===== src/rtl/regfile_pkg.sv =====
// Shared constants and the queued write-back entry type for the register-file
// write-back path.
package regfile_pkg;

  localparam int INDEX_BIT_WIDTH = 4;
  localparam int DATA_BIT_WIDTH  = 32;
  localparam int FIFO_DEPTH      = 4;

  typedef struct packed {
    logic [INDEX_BIT_WIDTH-1:0] index;
    logic [DATA_BIT_WIDTH-1:0]  data;
  } wb_entry;

endpackage


===== src/rtl/regfile_writeback_wb_fifo.sv =====
// Generic synchronous FIFO holding {index,data} pairs, exposing per-slot valid
// and index so the owner can run hazard compares against every queued write.
module wb_fifo
  import regfile_pkg::*;
#(
  parameter int IW    = INDEX_BIT_WIDTH,
  parameter int DW    = DATA_BIT_WIDTH,
  parameter int DEPTH = FIFO_DEPTH,
  localparam int PW   = (DEPTH > 1) ? $clog2(DEPTH) : 1,
  localparam int CW   = PW + 1
) (
  input  logic             clk,
  input  logic             reset,
  input  logic             i_push,
  input  logic [IW-1:0]    i_push_index,
  input  logic [DW-1:0]    i_push_data,
  input  logic             i_pop,
  output logic [IW-1:0]    o_head_index,
  output logic [DW-1:0]    o_head_data,
  output logic [PW-1:0]    o_head_ptr,
  output logic             o_full,
  output logic             o_empty,
  output logic [CW-1:0]    o_count,
  output logic [DEPTH-1:0] o_ent_valid,
  output logic [IW-1:0]    o_ent_index [DEPTH]
);

  logic [IW-1:0] r_index [DEPTH];
  logic [DW-1:0] r_data  [DEPTH];
  logic [PW-1:0] r_wr_ptr;
  logic [PW-1:0] r_rd_ptr;
  logic [CW-1:0] r_count;
  logic          w_push_ok;
  logic          w_pop_ok;

  assign o_full    = (r_count == CW'(DEPTH));
  assign o_empty   = (r_count == '0);
  assign o_count   = r_count;
  assign w_push_ok = i_push && !o_full;
  assign w_pop_ok  = i_pop && !o_empty;

  // Pointers wrap naturally because DEPTH is a power of two.
  always_ff @(posedge clk) begin
    if (reset) begin
      r_wr_ptr <= '0;
      r_rd_ptr <= '0;
      r_count  <= '0;
    end else begin
      if (w_push_ok) r_wr_ptr <= r_wr_ptr + 1'b1;
      if (w_pop_ok)  r_rd_ptr <= r_rd_ptr + 1'b1;
      case ({w_push_ok, w_pop_ok})
        2'b10:   r_count <= r_count + 1'b1;
        2'b01:   r_count <= r_count - 1'b1;
        default: r_count <= r_count;
      endcase
    end
  end

  // Entry storage is never reset; occupancy alone decides what is live.
  always_ff @(posedge clk) begin
    if (w_push_ok && !reset) begin
      r_index[r_wr_ptr] <= i_push_index;
      r_data[r_wr_ptr]  <= i_push_data;
    end
  end

  assign o_head_index = r_index[r_rd_ptr];
  assign o_head_data  = r_data[r_rd_ptr];
  assign o_head_ptr   = r_rd_ptr;

  // A slot is live when its distance from the read pointer is below count.
  for (genvar g = 0; g < DEPTH; g++) begin : g_ent
    assign o_ent_valid[g] = ({1'b0, PW'(PW'(g) - r_rd_ptr)} < r_count);
    assign o_ent_index[g] = r_index[g];
  end

endmodule


===== src/rtl/regfile_writeback.sv =====
// Register-file write-back stage: arbitrates load and ALU results into an
// in-order write queue, drains it into the write port and flags read hazards.
module regfile_writeback
  import regfile_pkg::*;
#(
  parameter int INDEX_BIT_WIDTH = regfile_pkg::INDEX_BIT_WIDTH,
  parameter int DATA_BIT_WIDTH  = regfile_pkg::DATA_BIT_WIDTH,
  parameter int FIFO_DEPTH      = regfile_pkg::FIFO_DEPTH,
  localparam int PW             = $clog2(FIFO_DEPTH),
  localparam int CW             = PW + 1
) (
  input  logic                       clk,
  input  logic                       reset,
  input  logic                       memValid,
  input  logic [INDEX_BIT_WIDTH-1:0] memIndex,
  input  logic [DATA_BIT_WIDTH-1:0]  memData,
  output logic                       memReady,
  input  logic                       aluValid,
  input  logic [INDEX_BIT_WIDTH-1:0] aluIndex,
  input  logic [DATA_BIT_WIDTH-1:0]  aluData,
  output logic                       aluReady,
  input  logic                       wrtStall,
  output logic                       wrtEn,
  output logic [INDEX_BIT_WIDTH-1:0] wrtIndex,
  output logic [DATA_BIT_WIDTH-1:0]  wrtData,
  input  logic [INDEX_BIT_WIDTH-1:0] rdIndex1,
  input  logic [INDEX_BIT_WIDTH-1:0] rdIndex2,
  output logic                       pending1,
  output logic                       pending2,
  output logic [CW-1:0]              count,
  output logic                       empty
);

  logic                       w_full;
  logic                       w_empty;
  logic [CW-1:0]              w_count;
  logic [INDEX_BIT_WIDTH-1:0] w_head_index;
  logic [DATA_BIT_WIDTH-1:0]  w_head_data;
  logic [PW-1:0]              w_head_ptr;
  logic [FIFO_DEPTH-1:0]      w_ent_valid;
  logic [INDEX_BIT_WIDTH-1:0] w_ent_index [FIFO_DEPTH];
  logic                       w_mem_ready;
  logic                       w_alu_ready;
  logic                       w_push;
  logic [INDEX_BIT_WIDTH-1:0] w_push_index;
  logic [DATA_BIT_WIDTH-1:0]  w_push_data;
  logic                       w_wrt_en;
  logic                       w_show_head;
  logic                       w_pend1;
  logic                       w_pend2;

  // Readiness looks only at occupancy so a full queue never accepts, even
  // while its head is leaving; reset forces the idle-queue view.
  assign w_mem_ready  = reset || !w_full;
  assign w_alu_ready  = w_mem_ready && !memValid;
  assign w_push       = !reset && ((memValid && w_mem_ready) || (aluValid && w_alu_ready));
  assign w_push_index = memValid ? memIndex : aluIndex;
  assign w_push_data  = memValid ? memData  : aluData;

  assign w_show_head  = !reset && !w_empty;
  assign w_wrt_en     = w_show_head && !wrtStall;

  wb_fifo #(
    .IW    (INDEX_BIT_WIDTH),
    .DW    (DATA_BIT_WIDTH),
    .DEPTH (FIFO_DEPTH)
  ) u_fifo (
    .clk          (clk),
    .reset        (reset),
    .i_push       (w_push),
    .i_push_index (w_push_index),
    .i_push_data  (w_push_data),
    .i_pop        (w_wrt_en),
    .o_head_index (w_head_index),
    .o_head_data  (w_head_data),
    .o_head_ptr   (w_head_ptr),
    .o_full       (w_full),
    .o_empty      (w_empty),
    .o_count      (w_count),
    .o_ent_valid  (w_ent_valid),
    .o_ent_index  (w_ent_index)
  );

  // The head being written this cycle is forwarded by the register file, so
  // it no longer counts as a hazard.
  always_comb begin
    w_pend1 = 1'b0;
    w_pend2 = 1'b0;
    for (int i = 0; i < FIFO_DEPTH; i++) begin
      if (w_ent_valid[i] && !(w_wrt_en && (PW'(i) == w_head_ptr))) begin
        if (w_ent_index[i] == rdIndex1) w_pend1 = 1'b1;
        if (w_ent_index[i] == rdIndex2) w_pend2 = 1'b1;
      end
    end
  end

  assign memReady = w_mem_ready;
  assign aluReady = w_alu_ready;
  assign wrtEn    = w_wrt_en;
  assign wrtIndex = w_show_head ? w_head_index : '0;
  assign wrtData  = w_show_head ? w_head_data  : '0;
  assign pending1 = !reset && w_pend1;
  assign pending2 = !reset && w_pend2;
  assign count    = reset ? '0 : w_count;
  assign empty    = reset || w_empty;

endmodule


===== config.mk =====
export PLATFORM = sky130hd
export DESIGN_NAME = regfile_writeback
export DESIGN_NICKNAME = d
export VERILOG_FILES = /design/src/rtl/regfile_pkg.sv /design/src/rtl/regfile_writeback_wb_fifo.sv /design/src/rtl/regfile_writeback.sv
export SDC_FILE = /design/constraint.sdc
export NUM_CORES = 1
export LEC_CHECK = 0
export CAP_MARGIN = 20
export CORE_ASPECT_RATIO = 2
export CORE_MARGIN = 2
export CORE_UTILIZATION = 35
export CTS_CLUSTER_DIAMETER = 80
export DETAILED_ROUTE_END_ITERATION = 10
export GPL_ROUTABILITY_DRIVEN = 0
export PLACE_DENSITY = 0.63
export REMOVE_ABC_BUFFERS = 1
export SLEW_MARGIN = 5
export SYNTH_ARGS = -nofsm -noshare
export SYNTH_HDL_FRONTEND = slang
export SYNTH_SLANG_ARGS = --single-unit

===== constraint.sdc =====
create_clock -name clk -period 2.1 [get_ports clk]
set_input_delay 0.315 -clock clk [delete_from_list [all_inputs] [get_ports clk]]
set_output_delay 0.315 -clock clk [all_outputs]
set_load 0.03 [all_outputs]

After elaboration in Yosys (flattened, before gate mapping). Memory sizes are Yosys's and may differ from the RTL's. A register that Yosys moved wholly into a read port is not among the register bits. Cells that the tools add are included.

Memories: 2. RAM bits: 144. Bits in registers: 7.

Memory list: u_fifo.r_data (words 4, bits a word 32, rd ports 1, clocked after Yosys merged registers in 1, wr ports 1, line regfile_writeback_wb_fifo.sv:29) `logic [DW-1:0] r_data [DEPTH];`; u_fifo.r_index (words 4, bits a word 4, rd ports 5, clocked after Yosys merged registers in 1, wr ports 1, line regfile_writeback_wb_fifo.sv:28) `logic [IW-1:0] r_index [DEPTH];`.

Eq/ne operators: 14. Multiplexer cells: 28. $lt $le $gt $ge: 4. Reduce and logical (&&, ||, !) cells: 34. Add/sub/neg operators: 8.

Operators with widths (count): $mux 32 (2); $eq 4x4->1 (8); $logic_and 1x1->1 (19); $mux 1 (18); $lt 2x3->1 (4); $logic_not 1->1 (9); $mux 2 (4); $mux 4 (2); $pmux 3 s2 (1); $add 2x1->2 const B (2); $eq 2x2->1 const A (2); $sub 1x2->2 const A (2); $sub 2x2->2 const A (2); $add 3x1->3 const B (1); $eq 3x3->1 const B (1); $logic_not 3->1 (1); $logic_or 1x1->1 (3); $mux 3 (1); $sub 3x1->3 const B (1); $eq 1x2->1 const A (1); $eq 2x1->1 const B (1); $eq 2x2->1 const B (1); $logic_not 2->1 (1); $reduce_bool 2->1 (1).

Longest topological paths before layout.
Depth after elaboration: 15. Depth in mapped cells: 9. Mapped depth without buffers: 9.

Cells and area by module. Synthesis repeated with hierarchy kept, for this count alone.

Cell total of the unflattened synthesis: 403. Area, all modules: 7040.5 sq um.

By module, submodules not included: wb_fifo (times used 1, area an instance 5879.4 sq um, cells an instance 260); regfile_writeback (times used 1, area an instance 1161.1 sq um, cells an instance 143).

Least setup slack after synthesis. OpenSTA, ideal clock, no wires.

Path kind: register to output. Start point: register u_fifo.r_rd_ptr[0] (netlist: u_fifo.o_head_ptr[0]). End point: output pending1. Required time: 1.785 ns. Slack: -0.185 ns. Path buffers: 0. Data arrival time: 1.970 ns. Stages on the path, launching flop included: 8. Cells stage by stage: dfxtp_1 > inv_1 > ha_1 > inv_1 > ha_1 > a31oi_1 > nand3_1 > a41oi_1.

Word-level cells in the longest chain between the ends: 12. Elaborated cells on any way between the ends: 32. Classes of those cells: add/sub (4); order compare (4); eq/ne (3); mux (7); reduce/logical (14).

RTL lines: start: declaration (line regfile_writeback_wb_fifo.sv:31) `logic [PW-1:0] r_rd_ptr;`; start signal: assignment (line regfile_writeback_wb_fifo.sv:50) `if (w_pop_ok) r_rd_ptr <= r_rd_ptr + 1'b1;`; branches (longest 10 deep; another with $lt 2x3->1); $mux 1 * (line regfile_writeback.sv:90) `if (w_ent_valid[i] && !(w_wrt_en && (PW'(i) == w_head_ptr))) begin`; $logic_and 1x1->1 * (line regfile_writeback.sv:102) `assign pending1 = !reset && w_pend1;`; end: declaration (line regfile_writeback.sv:28) `output logic pending1,`.

Every way passes the cells marked *.

Worst setup path after layout.
Start point: input rdIndex2[3]. End point: output pending2.

Word-level cells in the longest chain between the ends: 10. Elaborated cells on any way between the ends: 13. Classes of those cells: eq/ne (4); mux (8); reduce/logical (1).

RTL lines: start: declaration (line regfile_writeback.sv:27) `input logic [INDEX_BIT_WIDTH-1:0] rdIndex2,`; $eq 4x4->1 (line regfile_writeback.sv:92) `if (w_ent_index[i] == rdIndex2) w_pend2 = 1'b1;`; $mux 1 (line regfile_writeback.sv:92); $mux 1 (line regfile_writeback.sv:90); $mux 1 (line regfile_writeback.sv:92); $mux 1 (line regfile_writeback.sv:90); $mux 1 (line regfile_writeback.sv:92); $mux 1 (line regfile_writeback.sv:90); $mux 1 (line regfile_writeback.sv:92); $mux 1 * (line regfile_writeback.sv:90); $logic_and 1x1->1 * (line regfile_writeback.sv:103) `assign pending2 = !reset && w_pend2;`; end: declaration (line regfile_writeback.sv:29) `output logic pending2,`.

Every way passes the cells marked *; elsewhere a longest branch is shown, timed or not.

==> results.txt <==
Status = finished, violations left
Failing checks = setup timing
Antenna cell count = 0
Total GRT Usage = 0.1592
1st-iter DRT viols = 174
Clock Sinks = 153
H-tree depth = 4
Setup TNS = -4592 ps
Vias/cell = 4.907
Wl on met1 = 5845 um
Cts bufs inserted = 17
Worst-path fanout max = 4
Die width = 103.6 um
Clk_skew = 7.807 ps
Post-route ant nets = 0
Max cap viols = 0
Post-synth cell types = 31
Worst R2R Path Depth = 9
CTS Buffer Depth = 2
DR pass1 iterations = 4
Final Critical Period = 2392 ps
CTS clk-pin slew, worst paths = 60 ps
Routed WL = 16840 um
Initial Util = 0.3583
Root buffer cell = clkbuf_16
Fin crit share = 1.139
Clk_lat worst skew = 420 ps
Total Power = 9.039 mW
Rel. slew slack = 0.6443
Hold slack = 541.7 ps
HP Class = register to register
Design area = 10220 um2
EDFF count, synth = 144
Slowest Stage Delay on Critical Path = 530 ps
Dpl hpwl = 11240 um
Max Transition Viols Final = 0
Core area = 19370 um2
Final Util = 0.5279
RSZ-0062 raised after global routing = yes
Slew at the pin closest to its max-slew limit = 533.6 ps
Number of synthesized register bits = 153
Hold path depth = 2
CP delay by family, top = buffers and inverters
Power Density = 884.1 nW/um2
First-pass GRT wire length = 25070 um
Hold path start = u_fifo.o_count[1]
Area grow syn2layout = 47.32%
Max Fclk = 418.0 MHz
Initial antenna violation count = 0
Nature of the critical path startpoint = input port
Final instance count without filler cells = 863
Global route total overflow = 0
Share of post-route cells with drive strength above 1 = 0.4603
Seq/Total Area, Yosys = 0.6490
Avg Cell Area, Syn = 17.31 um2
Setup Viol. Count Final = 38
Crit path max-delay cell type = clkdlybuf4s50_1
Vias in the first global route = 4672
R2R setup slack = 60 ps
Netlist Area Pre-Place = 6940 um2
WL met2 = 9985 um
Die extent in y = 203.1 um
Pin count of the biggest net entering global routing = 38
Setup crit end kind = primary output
FF-to-FF Start = u_fifo.o_count[0]
CTS tree = built
Port bufs = 129
Die Footprint = 21040 um2
Layout net count = 691
Main synth FF type = edfxtp_1
Worst EP required = 1780 ps
Hold Fails Final Rpt = 0
Placed cell areas = 8836 um2
Post-Syn Instances = 401
Cell Rows = 72
Vias = 4235
Top sig layer = met4
Residual DRC = 0
Buf/Inv on CP = 2
Crit path launch = rdIndex2[3]
Maximum VDD drop = 0.5468 mV
Post-Place Cells = 808
Worst r2r dst = u_fifo.o_count[2]
DP Worst Slack = -438.9 ps
Static leakage = 3.570 nW
WL per Instance = 19.52 um
# IOs = 130
Post-synth ARST share = 0
Yosys warnings = 0
Worst setup margin = -292.4 ps
Kind of critical path = input port to primary output
Crit-path cells = clkdlybuf4s50_1 -> xor2_1 -> nor4_1 -> nand3_1 -> a41oi_2 -> buf_6
Hold Path End = u_fifo.o_count[1]
CP Data Arrival Time = 2080 ps
Met3 routed WL = 605 um
-- placed cells by master (no fill, tap or decap), types with 11 or more instances in the layout --
| master | count |
|---|---|
| buf_4 | 37 |
| clkdlybuf4s50_1 | 82 |
| mux2_2 | 36 |
| nor2b_4 | 30 |
| buf_6 | 44 |
| mux4_2 | 36 |
| edfxtp_1 | 144 |
| xor2_1 | 34 |
| clkbuf_16 | 19 |
| nand3_1 | 11 |
| buf_12 | 18 |
-- worst max path at each step --
stage,end,depth (start not counted)
CTS,pending2,8
detailed placement,u_fifo.o_count[2],10
floorplan,wrtData[0],2
global placement,wrtData[15],6
global route,pending1,5
finish,pending2,6
-- where the power goes --
part | switching, mW | internal (mW) | total, mW
logic | 1.17 | 1.29 | 2.46
clock network | 1.17 | 1.75 | 2.92
registers | 0.0765 | 3.58 | 3.66
total | 2.42 | 6.62 | 9.04
-- per-layer routing --
metal | GRT usage | vias up
met5 | 0 | -
met4 | 0.07577 | 0
met3 | 0.02876 | 21
met2 | 0.3205 | 115
met1 | 0.1521 | 2170
li1 | - | 1929
-- worst reg2reg max path: cells and delay by family (launching register included) --
kind	cells	cell delay, ps
buffers and inverters	2	210
AND/OR/NAND/NOR	3	840
XOR/XNOR	1	70
adder cells (fa/ha/maj)	2	370
flip-flops	1	360
AO/OA/AOI/OAI	1	130
-- registers in the layout (all words and copies together), names as in the netlist, named ones only --
register and count:
u_fifo.o_count 3, u_fifo.o_head_ptr 2, u_fifo.r_data 128, u_fifo.r_index 16, u_fifo.r_wr_ptr 2
-- layout make-up --
type,instances,area [um2]
Clock inverter,14,147.6
Timing Repair Buffer,189,2103
Inverter,10,42.54
Sequential cell,153,4518
Tap cell,259,324.1
Fill cell,1600,9144
Multi-Input combinational cell,221,2664
Clock buffer,17,425.4
-- kinds of logic (layout without fill, tap and decap cells) --
family | after synthesis | in the layout | share of synthesized area
buffers and inverters | 27 | 230 | 0.01875
muxes | 72 | 72 | 0.1752
and+or+nand+nor | 83 | 83 | 0.06941
xor gates and xnor gates | 36 | 36 | 0.04543
DFF | 153 | 153 | 0.6490
AOI/OAI and AO/OA | 16 | 16 | 0.01587
adders and majority gates | 14 | 14 | 0.02632
-- cell usage after synthesis, drive strengths merged (2+ instances only) --
cell      n  area, um2
edfxtp  144       4324
nor2b    38      237.7
mux2     36      405.4
mux4     36      810.8
xor2     34      297.8
ha       13      162.7
nor2     13      51.30
buf      12      72.57
nand3    12      60.06
inv      10      37.54
dfxtp     9      180.2
nor4      8      50.05
a21oi     6      30.03
and2      6      40.04
clkbuf    5      20.01
o21ai     3      15.01
a31oi     2      12.51
a41oi     2      17.52
nand2     2      7.510
or3       2      12.51
xnor2     2      17.52
-- repair_timing --
action	4_1_cts	5_1_grt
cloned	3	2
endpoints found under the setup margin	39	41
pin swaps	11	4
hold buffers	0	0
gates resized for setup	184	119
buffers inserted	3	18
No activity file was read; power rests on OpenSTA's default activity.
